--- config.mk ---
export PLATFORM = sky130hd
export DESIGN_NAME = ncc_window_ctrl
export DESIGN_NICKNAME = d
export VERILOG_FILES = /design/src/rtl/ncc_pkg.sv /design/src/rtl/ncc_col_fifo.sv /design/src/rtl/ncc_window_ctrl.sv
export SDC_FILE = /design/constraint.sdc
export NUM_CORES = 1
export LEC_CHECK = 0
export CAP_MARGIN = 30
export CORE_MARGIN = 5
export CORE_UTILIZATION = 45
export CTS_CLUSTER_SIZE = 30
export DETAILED_ROUTE_END_ITERATION = 6
export PLACE_DENSITY = 0.84
export SLEW_MARGIN = 25
export SYNTH_ARGS = -nofsm -noshare
export SYNTH_HDL_FRONTEND = slang
export SYNTH_SLANG_ARGS = --single-unit
--- constraint.sdc ---
create_clock -name clk -period 14.65 [get_ports clk]
set_input_delay 3.6625 -clock clk [delete_from_list [all_inputs] [get_ports clk]]
set_output_delay 3.6625 -clock clk [all_outputs]
set_load 0.02 [all_outputs]
--- src/rtl/ncc_pkg.sv ---
// Shared types and default geometry for the NCC window controller.
package ncc_pkg;

  localparam int unsigned NCC_ROWS  = 16;
  localparam int unsigned NCC_COLS  = 80;
  localparam int unsigned NCC_PATCH = 16;
  localparam int unsigned NCC_AW    = 10;

  typedef logic [7:0] ncc_pixel_t;

  typedef enum logic [2:0] {
    StIdle,
    StLoad,
    StScan,
    StDrain,
    StDone
  } ncc_win_state_t;

endpackage

--- src/rtl/ncc_col_fifo.sv ---
// Two-entry FIFO holding column vectors plus first/last flags on their way to the correlator.
module ncc_col_fifo #(
  parameter int unsigned WIDTH = 130
) (
  input  logic             clk,
  input  logic             rst,
  input  logic             push,
  input  logic [WIDTH-1:0] push_data,
  input  logic             pop,
  output logic [WIDTH-1:0] head,
  output logic [1:0]       count
);

  logic [WIDTH-1:0] mem_q [2];
  logic             wptr_q;
  logic             rptr_q;
  logic [1:0]       count_q;
  logic [1:0]       count_d;
  logic             pop_ok;
  logic             push_ok;

  always_comb begin
    pop_ok  = pop && (count_q != 2'd0);
    push_ok = push && ((count_q != 2'd2) || pop_ok);
    count_d = count_q;
    unique case ({push_ok, pop_ok})
      2'b10:   count_d = count_q + 2'd1;
      2'b01:   count_d = count_q - 2'd1;
      default: count_d = count_q;
    endcase
  end

  always_ff @(posedge clk or posedge rst) begin
    if (rst) begin
      mem_q[0] <= '0;
      mem_q[1] <= '0;
      wptr_q   <= 1'b0;
      rptr_q   <= 1'b0;
      count_q  <= 2'd0;
    end else begin
      if (push_ok) begin
        mem_q[wptr_q] <= push_data;
        wptr_q        <= ~wptr_q;
      end
      if (pop_ok) begin
        rptr_q <= ~rptr_q;
      end
      count_q <= count_d;
    end
  end

  assign head  = mem_q[rptr_q];
  assign count = count_q;

endmodule

--- src/rtl/ncc_window_ctrl.sv ---
// Loads a raster pixel stream into the per-row window BRAMs, then streams column
// vectors for every patch position to the correlator under valid/ready.
module ncc_window_ctrl
  import ncc_pkg::*;
#(
  parameter int unsigned ROWS  = NCC_ROWS,
  parameter int unsigned COLS  = NCC_COLS,
  parameter int unsigned PATCH = NCC_PATCH,
  parameter int unsigned AW    = NCC_AW
) (
  input  logic              clk,
  input  logic              rst,
  input  logic              start,
  input  logic [7:0]        pix_in,
  input  logic              pix_valid,
  output logic              pix_ready,
  output logic [ROWS-1:0]   win_we,
  output logic [AW-1:0]     win_waddr,
  output logic [7:0]        win_wdata,
  output logic [AW-1:0]     win_raddr,
  input  logic [ROWS*8-1:0] win_rdata,
  output logic [ROWS*8-1:0] col_data,
  output logic              col_valid,
  input  logic              col_ready,
  output logic              col_first,
  output logic              col_last,
  output logic              busy,
  output logic              done
);

  localparam int unsigned RW = (ROWS > 1) ? $clog2(ROWS) : 1;
  localparam int unsigned CW = (PATCH > 1) ? $clog2(PATCH) : 1;
  localparam int unsigned FW = ROWS * 8 + 2;

  localparam logic [RW-1:0] RowLast = RW'(ROWS - 1);
  localparam logic [AW-1:0] ColLast = AW'(COLS - 1);
  localparam logic [AW-1:0] PosLast = AW'(COLS - PATCH);
  localparam logic [CW-1:0] CLast   = CW'(PATCH - 1);

  ncc_win_state_t state_q, state_d;
  logic [RW-1:0]   row_q, row_d;
  logic [AW-1:0]   col_q, col_d;
  logic [AW-1:0]   pos_q, pos_d;
  logic [CW-1:0]   c_q, c_d;
  logic            inflight_q, inflight_d;
  logic            infl_first_q, infl_first_d;
  logic            infl_last_q, infl_last_d;
  logic [ROWS-1:0] we_q, we_d;
  logic [AW-1:0]   waddr_q, waddr_d;
  ncc_pixel_t      wdata_q, wdata_d;

  logic            accept;
  logic            issue;
  logic            pop;
  logic [1:0]      fifo_count;
  logic [1:0]      occupancy;
  logic [FW-1:0]   fifo_head;

  always_comb begin
    state_d      = state_q;
    row_d        = row_q;
    col_d        = col_q;
    pos_d        = pos_q;
    c_d          = c_q;
    we_d         = '0;
    waddr_d      = waddr_q;
    wdata_d      = wdata_q;

    accept       = (state_q == StLoad) && pix_valid;
    pop          = col_valid && col_ready;
    // Occupancy after this cycle's pop, counting the read whose data lands next cycle;
    // issuing only below 2 keeps the FIFO from overflowing yet sustains 1 column/cycle.
    occupancy    = fifo_count - {1'b0, pop} + {1'b0, inflight_q};
    issue        = (state_q == StScan) && (occupancy < 2'd2);
    inflight_d   = issue;
    infl_first_d = issue && (c_q == '0);
    infl_last_d  = issue && (c_q == CLast);

    case (state_q)
      StIdle: begin
        if (start) begin
          row_d   = '0;
          col_d   = '0;
          pos_d   = '0;
          c_d     = '0;
          state_d = StLoad;
        end
      end
      StLoad: begin
        if (accept) begin
          we_d    = ROWS'(1) << row_q;
          waddr_d = col_q;
          wdata_d = pix_in;
          if (col_q == ColLast) begin
            col_d = '0;
            if (row_q == RowLast) begin
              row_d   = '0;
              state_d = StScan;
            end else begin
              row_d = row_q + 1'b1;
            end
          end else begin
            col_d = col_q + 1'b1;
          end
        end
      end
      StScan: begin
        if (issue) begin
          if (c_q == CLast) begin
            c_d = '0;
            if (pos_q == PosLast) begin
              pos_d   = '0;
              state_d = StDrain;
            end else begin
              pos_d = pos_q + 1'b1;
            end
          end else begin
            c_d = c_q + 1'b1;
          end
        end
      end
      StDrain: begin
        if (!inflight_q && (fifo_count == 2'd0)) begin
          state_d = StDone;
        end
      end
      StDone:  state_d = StIdle;
      default: state_d = StIdle;
    endcase
  end

  always_ff @(posedge clk or posedge rst) begin
    if (rst) begin
      state_q      <= StIdle;
      row_q        <= '0;
      col_q        <= '0;
      pos_q        <= '0;
      c_q          <= '0;
      inflight_q   <= 1'b0;
      infl_first_q <= 1'b0;
      infl_last_q  <= 1'b0;
      we_q         <= '0;
      waddr_q      <= '0;
      wdata_q      <= '0;
    end else begin
      state_q      <= state_d;
      row_q        <= row_d;
      col_q        <= col_d;
      pos_q        <= pos_d;
      c_q          <= c_d;
      inflight_q   <= inflight_d;
      infl_first_q <= infl_first_d;
      infl_last_q  <= infl_last_d;
      we_q         <= we_d;
      waddr_q      <= waddr_d;
      wdata_q      <= wdata_d;
    end
  end

  ncc_col_fifo #(
    .WIDTH(FW)
  ) u_fifo (
    .clk      (clk),
    .rst      (rst),
    .push     (inflight_q),
    .push_data({win_rdata, infl_first_q, infl_last_q}),
    .pop      (pop),
    .head     (fifo_head),
    .count    (fifo_count)
  );

  assign pix_ready = (state_q == StLoad);
  assign busy      = (state_q != StIdle);
  assign done      = (state_q == StDone);
  assign win_we    = we_q;
  assign win_waddr = waddr_q;
  assign win_wdata = wdata_q;
  assign win_raddr = pos_q + AW'(c_q);
  assign col_valid = (fifo_count != 2'd0);
  assign col_data  = fifo_head[FW-1:2];
  assign col_first = fifo_head[1];
  assign col_last  = fifo_head[0];

endmodule

==> run metrics, run 1 <==
Starting Density=0.454; Nets=about 1,500; CTS Sinks=332; CORE AREA=about 32,000 um2; layout cells sized above 1=0.233; switch share=0.331; Fin. Hold Viols=0; # port buffers=318; DIE AREA=approximately 36,000 um2; post-CTS sizing=0; #FFs+latches synth=around 330; fmax=roughly 0.14 GHz; filler cell count=2,520; vias per cell=between 5 and 6; vias post-DR=9,560; Post-CTS Hold Buffers=0; detailed-placement wirelength estimate=23,700 um; largest net degree at the start of global routing=96; GRT Overall Usage=0.189; uppermost layer routed=met5; Clock Skew=0.0163 ns; Cells after Synth=1,069; CTS H-tree lvls=2; Comb power frac=0.407; maxcap violations=0; Multi-input gate area=around 6100 um2; CP Launch Type=flop; Hold Crit Start=u_fifo.mem_q[249]; drt drc=0; FFs w/ async S/R, synth=1.00; CTS tree=built; power density over the cells=209 nW/um2; non-filler cells, final=1,848; RSZ-0062 raised after global routing=no; Sum Neg Setup Slack=0 ns; wire length on met1=14,100 um; post-CTS setup repair buffer count=0; Syn Nets=1,227; grt ovf=0; Pins Over Slew Limit=0; Clock power frac=0.231; status=finished clean; P&R area growth vs syn=33.2%; crit-path max FO=67; Final setup viols=0; commonest non-fill, non-tap cell in the layout=dfrtp_1; Routed Antenna Nets=0; sequential fraction of the synthesis area=0.565; leakage=0.00918 uW; routability cong.=0.801; clk_lat worst skew=0.51 ns; Worst R2R Setup Slack=11.56 ns; DP Cell Count=1,780; Psw=1360 uW; First-pass DRT Iterations=6; Period minus WS final=about 7 ns; Post-Syn Area per Cell=13.8 um2; met3 wire len=2220 um; Die W=191 um; Main synth FF type=dfrtp_1; Synth cell types=53; Ys Warns=0; WL/cell=18.9 um; WL final=34,900 um; Final Cycle Share=0.490; CTS buffer count=36; FF-to-FF End=u_fifo.mem_q[193]; clk buf depth=3; Setup crit end kind=output pin; global-route wire length before repair=around 56,000 um; worst vdd ir=between 0.1 and 0.15 mV; Hold Slack=around 0.48 ns; clock slew at reported path FFs=0.06 ns; vias in the first global route=10,300; Root Buffer=clkbuf_16; starting DRC count in detailed routing=between 300 and 400; routed wl met2=17,600 um; critical path class=reg -> out; I/O pin count=319; Hold EP=u_fifo.mem_q[249]; HP Class=reg -> reg; Slew Limit Headroom=0.327; row count=66; Die Y=191 um; Slew @ Worst Pin=1.01 ns; sequential fraction of design power=0.363; Crit Reg-Reg Startpoint=u_fifo.count[1]; cell area after synthesis=14,700 um2; Power Internal=2740 uW; hold path depth=1; R2R cell count=7; most frequent cells in the layout=dfrtp_1 (331), clkdlybuf4s50_1 (318), mux2_2 (237); WP data arrival=3.51 ns; required time of the critical path=10.99 ns; Post-synth EDFFs=0; initial antenna violation count=2; Register Area=8310 um2
## routing by layer
layer | vias up | GRT usage
met2 | 280 | 0.324
met1 | 4834 | 0.238
li1 | 4384 | -
met5 | - | 0
met3 | 60 | 0.0478
met4 | 2 | 0.0539
## synthesized netlist by cell type (6+ instances only)
library cell	count	share of area
nand3_1	13	0.0044
mux2_1	153	0.12
o21ai_0	19	0.0065
and3_1	17	0.0072
or3_1	9	0.0038
xor2_1	11	0.0066
buf_2	25	0.0085
mux2_2	237	0.18
dfrtp_1	332	0.56
nor2_1	22	0.0056
nand2_1	85	0.022
ha_1	16	0.014
clkbuf_1	26	0.0066
a21oi_1	8	0.0027
xnor2_1	8	0.0048
o21ai_1	6	0.0020
inv_1	12	0.0031
## power by group through the flow
stage | sequential, uW | clock (uW) | combinational (uW)
2_1_floorplan | 1410 | 0 | 1040
3_3_place_gp | 1470 | 0 | 1640
3_5_place_dp | 1500 | 0 | 1680
4_1_cts | 1480 | 970 | 1690
5_1_grt | 1530 | 1010 | 1780
6_report | 1480 | 943 | 1660
## registers in the layout, summed over array words and instances (netlist names)
register and flops:
c_q 4, col_q 10, infl_first_q 1, infl_last_q 1, inflight_q 1, pos_q 10
row_q 4, state_q 3, u_fifo.count 2, u_fifo.mem_q 260, u_fifo.rptr_q 1, u_fifo.wptr_q 1
win_waddr 10, win_wdata 8, win_we 16
## layout make-up
type                       instances  share of cell area
sequential                       332               0.424
multi-input combinational        666               0.311
timing repair buffer             328               0.169
clock buffer                      52              0.0553
tap                              442              0.0282
clock inverter                    13             0.00894
inverter                          14             0.00307
antenna                            1            0.000128
## kinds of logic (layout without fill, tap and decap cells)
logic type               after synthesis  after routing  synth area share
multiplexers                         392            392             0.300
flip-flops                           332            332             0.565
AND/OR/NAND/NOR                      183            183            0.0611
buffers and inverters                 71            407            0.0213
AO/OA/AOI/OAI                         55             55            0.0260
XOR/XNOR                              19             19            0.0113
adder cells (fa/ha/maj)               17             17            0.0150
other                                  0              1                 0
## worst max-delay path, cell delays in order (launching register included)
cell and delay (ns):
dfrtp_4 1.05, buf_4 0.87, mux2_2 0.42, clkdlybuf4s50_1 0.58
## worst max path at each step
| stage | start | endpoint | cells after the start |
|---|---|---|---|
| floorplan | rst | c_q[0] | 1 |
| global placement | col_ready | u_fifo.mem_q[103] | 6 |
| detailed placement | col_ready | u_fifo.mem_q[193] | 6 |
| CTS | u_fifo.rptr_q | col_data[47] | 3 |
| global route | u_fifo.rptr_q | col_data[47] | 3 |
| finish | u_fifo.rptr_q | col_data[47] | 3 |
## stage by stage
stage	total power [uW]	area, um2	utilization	worst slack (ns)
floorplan	2450	14700	-	1.79
CTS	4140	19500	0.604	7.43
global route	4320	19600	0.605	7.36
detailed placement	3170	18300	0.565	7.80
global placement	3100	18300	0.564	7.80
finish	4090	19600	0.605	7.48
(Power assumes the default switching activity.)
==> inputs of run 2 (changes only) <==
==> constraint.sdc (replaced) <==
create_clock -name clk -period 7.05 [get_ports clk]
set_input_delay 1.7625 -clock clk [delete_from_list [all_inputs] [get_ports clk]]
set_output_delay 1.7625 -clock clk [all_outputs]
set_load 0.02 [all_outputs]
==> run metrics, run 2 (synthesis results as in run 1) <==
Starting Density=0.454; # port buffers=318; WL final=34,900 um; Clock power frac=0.225; Post-CTS Hold Buffers=0; routability cong.=approximately 0.8; Fin. Hold Viols=0; Root Buffer=clkbuf_16; maxcap violations=0; DIE AREA=about 36,000 um2; P&R area growth vs syn=33.0%; commonest non-fill, non-tap cell in the layout=dfrtp_1; slowest cell on the critical path=dfrtp_4; worst vdd ir=slightly above 0.3 mV; leakage=0.00916 uW; worst path cell trace=buf_12 -> mux2_2 -> clkdlybuf4s50_1; crit-path max FO=72; Nets=1,533; vias per cell=5.18; Largest register FFs=260; WP data arrival=2.98 ns; DP Cell Count=1,778; CTS H-tree lvls=2; Slew @ Worst Pin=roughly 0.95 ns; GRT Overall Usage=0.188; HP Class=reg -> reg; Die Y=around 190 um; CP peak stage delay=between 0.9 and 1 ns; Worst R2R Setup Slack=between 4 and 5 ns; WL/cell=roughly 19 um; I/O pin count=319; filler cell count=2,528; hold path depth=2; Power Internal=~5600 uW; Setup crit end kind=output pin; starting DRC count in detailed routing=~380; CP Launch Type=flop; Comb power frac=0.411; Final Cycle Share=0.673; Final setup viols=0; vias post-DR=roughly 9,600; clock slew at reported path FFs=0.06 ns; grt ovf=0; row count=66; status=finished clean; Die W=191 um; critical path class=reg -> out; Crit Reg-Reg Startpoint=u_fifo.count[0]; Routed Antenna Nets=0; power density over the cells=432 nW/um2; First-pass DRT Iterations=4; FF-to-FF End=pos_q[7]; Hold Crit Start=win_waddr[1]; Hold Slack=0.472 ns; post-CTS setup repair buffer count=0; clk_lat worst skew=0.51 ns; clk buf depth=3; Clock Skew=0.0196 ns; Hold EP=win_waddr[1]; sequential fraction of design power=0.364; Pins Over Slew Limit=0; CTS buffer count=36; detailed-placement wirelength estimate=23,200 um; Biggest register=u_fifo.mem_q; layout cells sized above 1=0.228; Psw=2820 uW; Slew Limit Headroom=0.369; initial antenna violation count=2; global-route wire length before repair=55,600 um; fmax=0.211 GHz; switch share=0.333; most frequent cells in the layout=dfrtp_1 (331), clkdlybuf4s50_1 (318), mux2_2 (237); largest net degree at the start of global routing=154; CTS tree=built; CORE AREA=32,400 um2; Period minus WS final=4.74 ns; RSZ-0062 raised after global routing=no; non-filler cells, final=around 1,800; Sum Neg Setup Slack=0 ns; required time of the critical path=5.29 ns; vias in the first global route=roughly 10,000; R2R cell count=9; drt drc=0; CTS Sinks=332; post-CTS sizing=0
-- run 2: per-stage QoR --
step	worst slack [ns]	util	instance area, um2	power (uW)
2_1_floorplan	0.853	-	14700	5090
3_3_place_gp	2.60	0.565	18300	6460
3_5_place_dp	2.52	0.565	18300	6590
4_1_cts	2.22	0.603	19500	8550
5_1_grt	2.15	0.604	19600	8920
6_report	2.31	0.604	19600	8450
-- run 2: cell type report --
type                       instances  area, um2  area share
inverter                          14       56.3     0.00288
multi-input combinational        666       6100       0.312
sequential                       332       8310       0.425
tap                              442        553      0.0283
antenna                            2       5.00    0.000256
clock inverter                     5       61.3     0.00313
timing repair buffer             325       3310       0.169
clock buffer                      60       1160      0.0595
-- run 2: critical path, delay by kind of cell, from the launching register on --
family | cells | cell delay, ns
multiplexers | 1 | 0.40
flip-flops | 1 | 0.99
buffers and inverters | 2 | 1.01
-- run 2: layer usage --
metal	track usage	vias up	wire [um]
met5	0	-	0
met4	0.0704	0	1310
met3	0.0522	87	2320
met2	0.320	288	17100
met1	0.230	4800	14100
li1	-	4389	-
-- run 2: worst max path at each step --
stage	to	startpoint	cells after the start	slack [ns]
floorplan	c_q[0]	rst	1	0.85
global placement	u_fifo.mem_q[124]	col_ready	6	2.60
detailed placement	u_fifo.mem_q[77]	col_ready	6	2.52
CTS	col_data[70]	u_fifo.rptr_q	3	2.22
global route	win_raddr[7]	pos_q[1]	7	2.15
finish	col_data[79]	u_fifo.rptr_q	3	2.31
-- run 2: power groups by stage --
stage	logic [uW]	clock network (uW)	registers [uW]
5_1_grt	3720	2030	3170
3_3_place_gp	3420	0	3040
6_report	3470	1900	3080
3_5_place_dp	3480	0	3100
4_1_cts	3520	1950	3080
2_1_floorplan	2150	0	2940
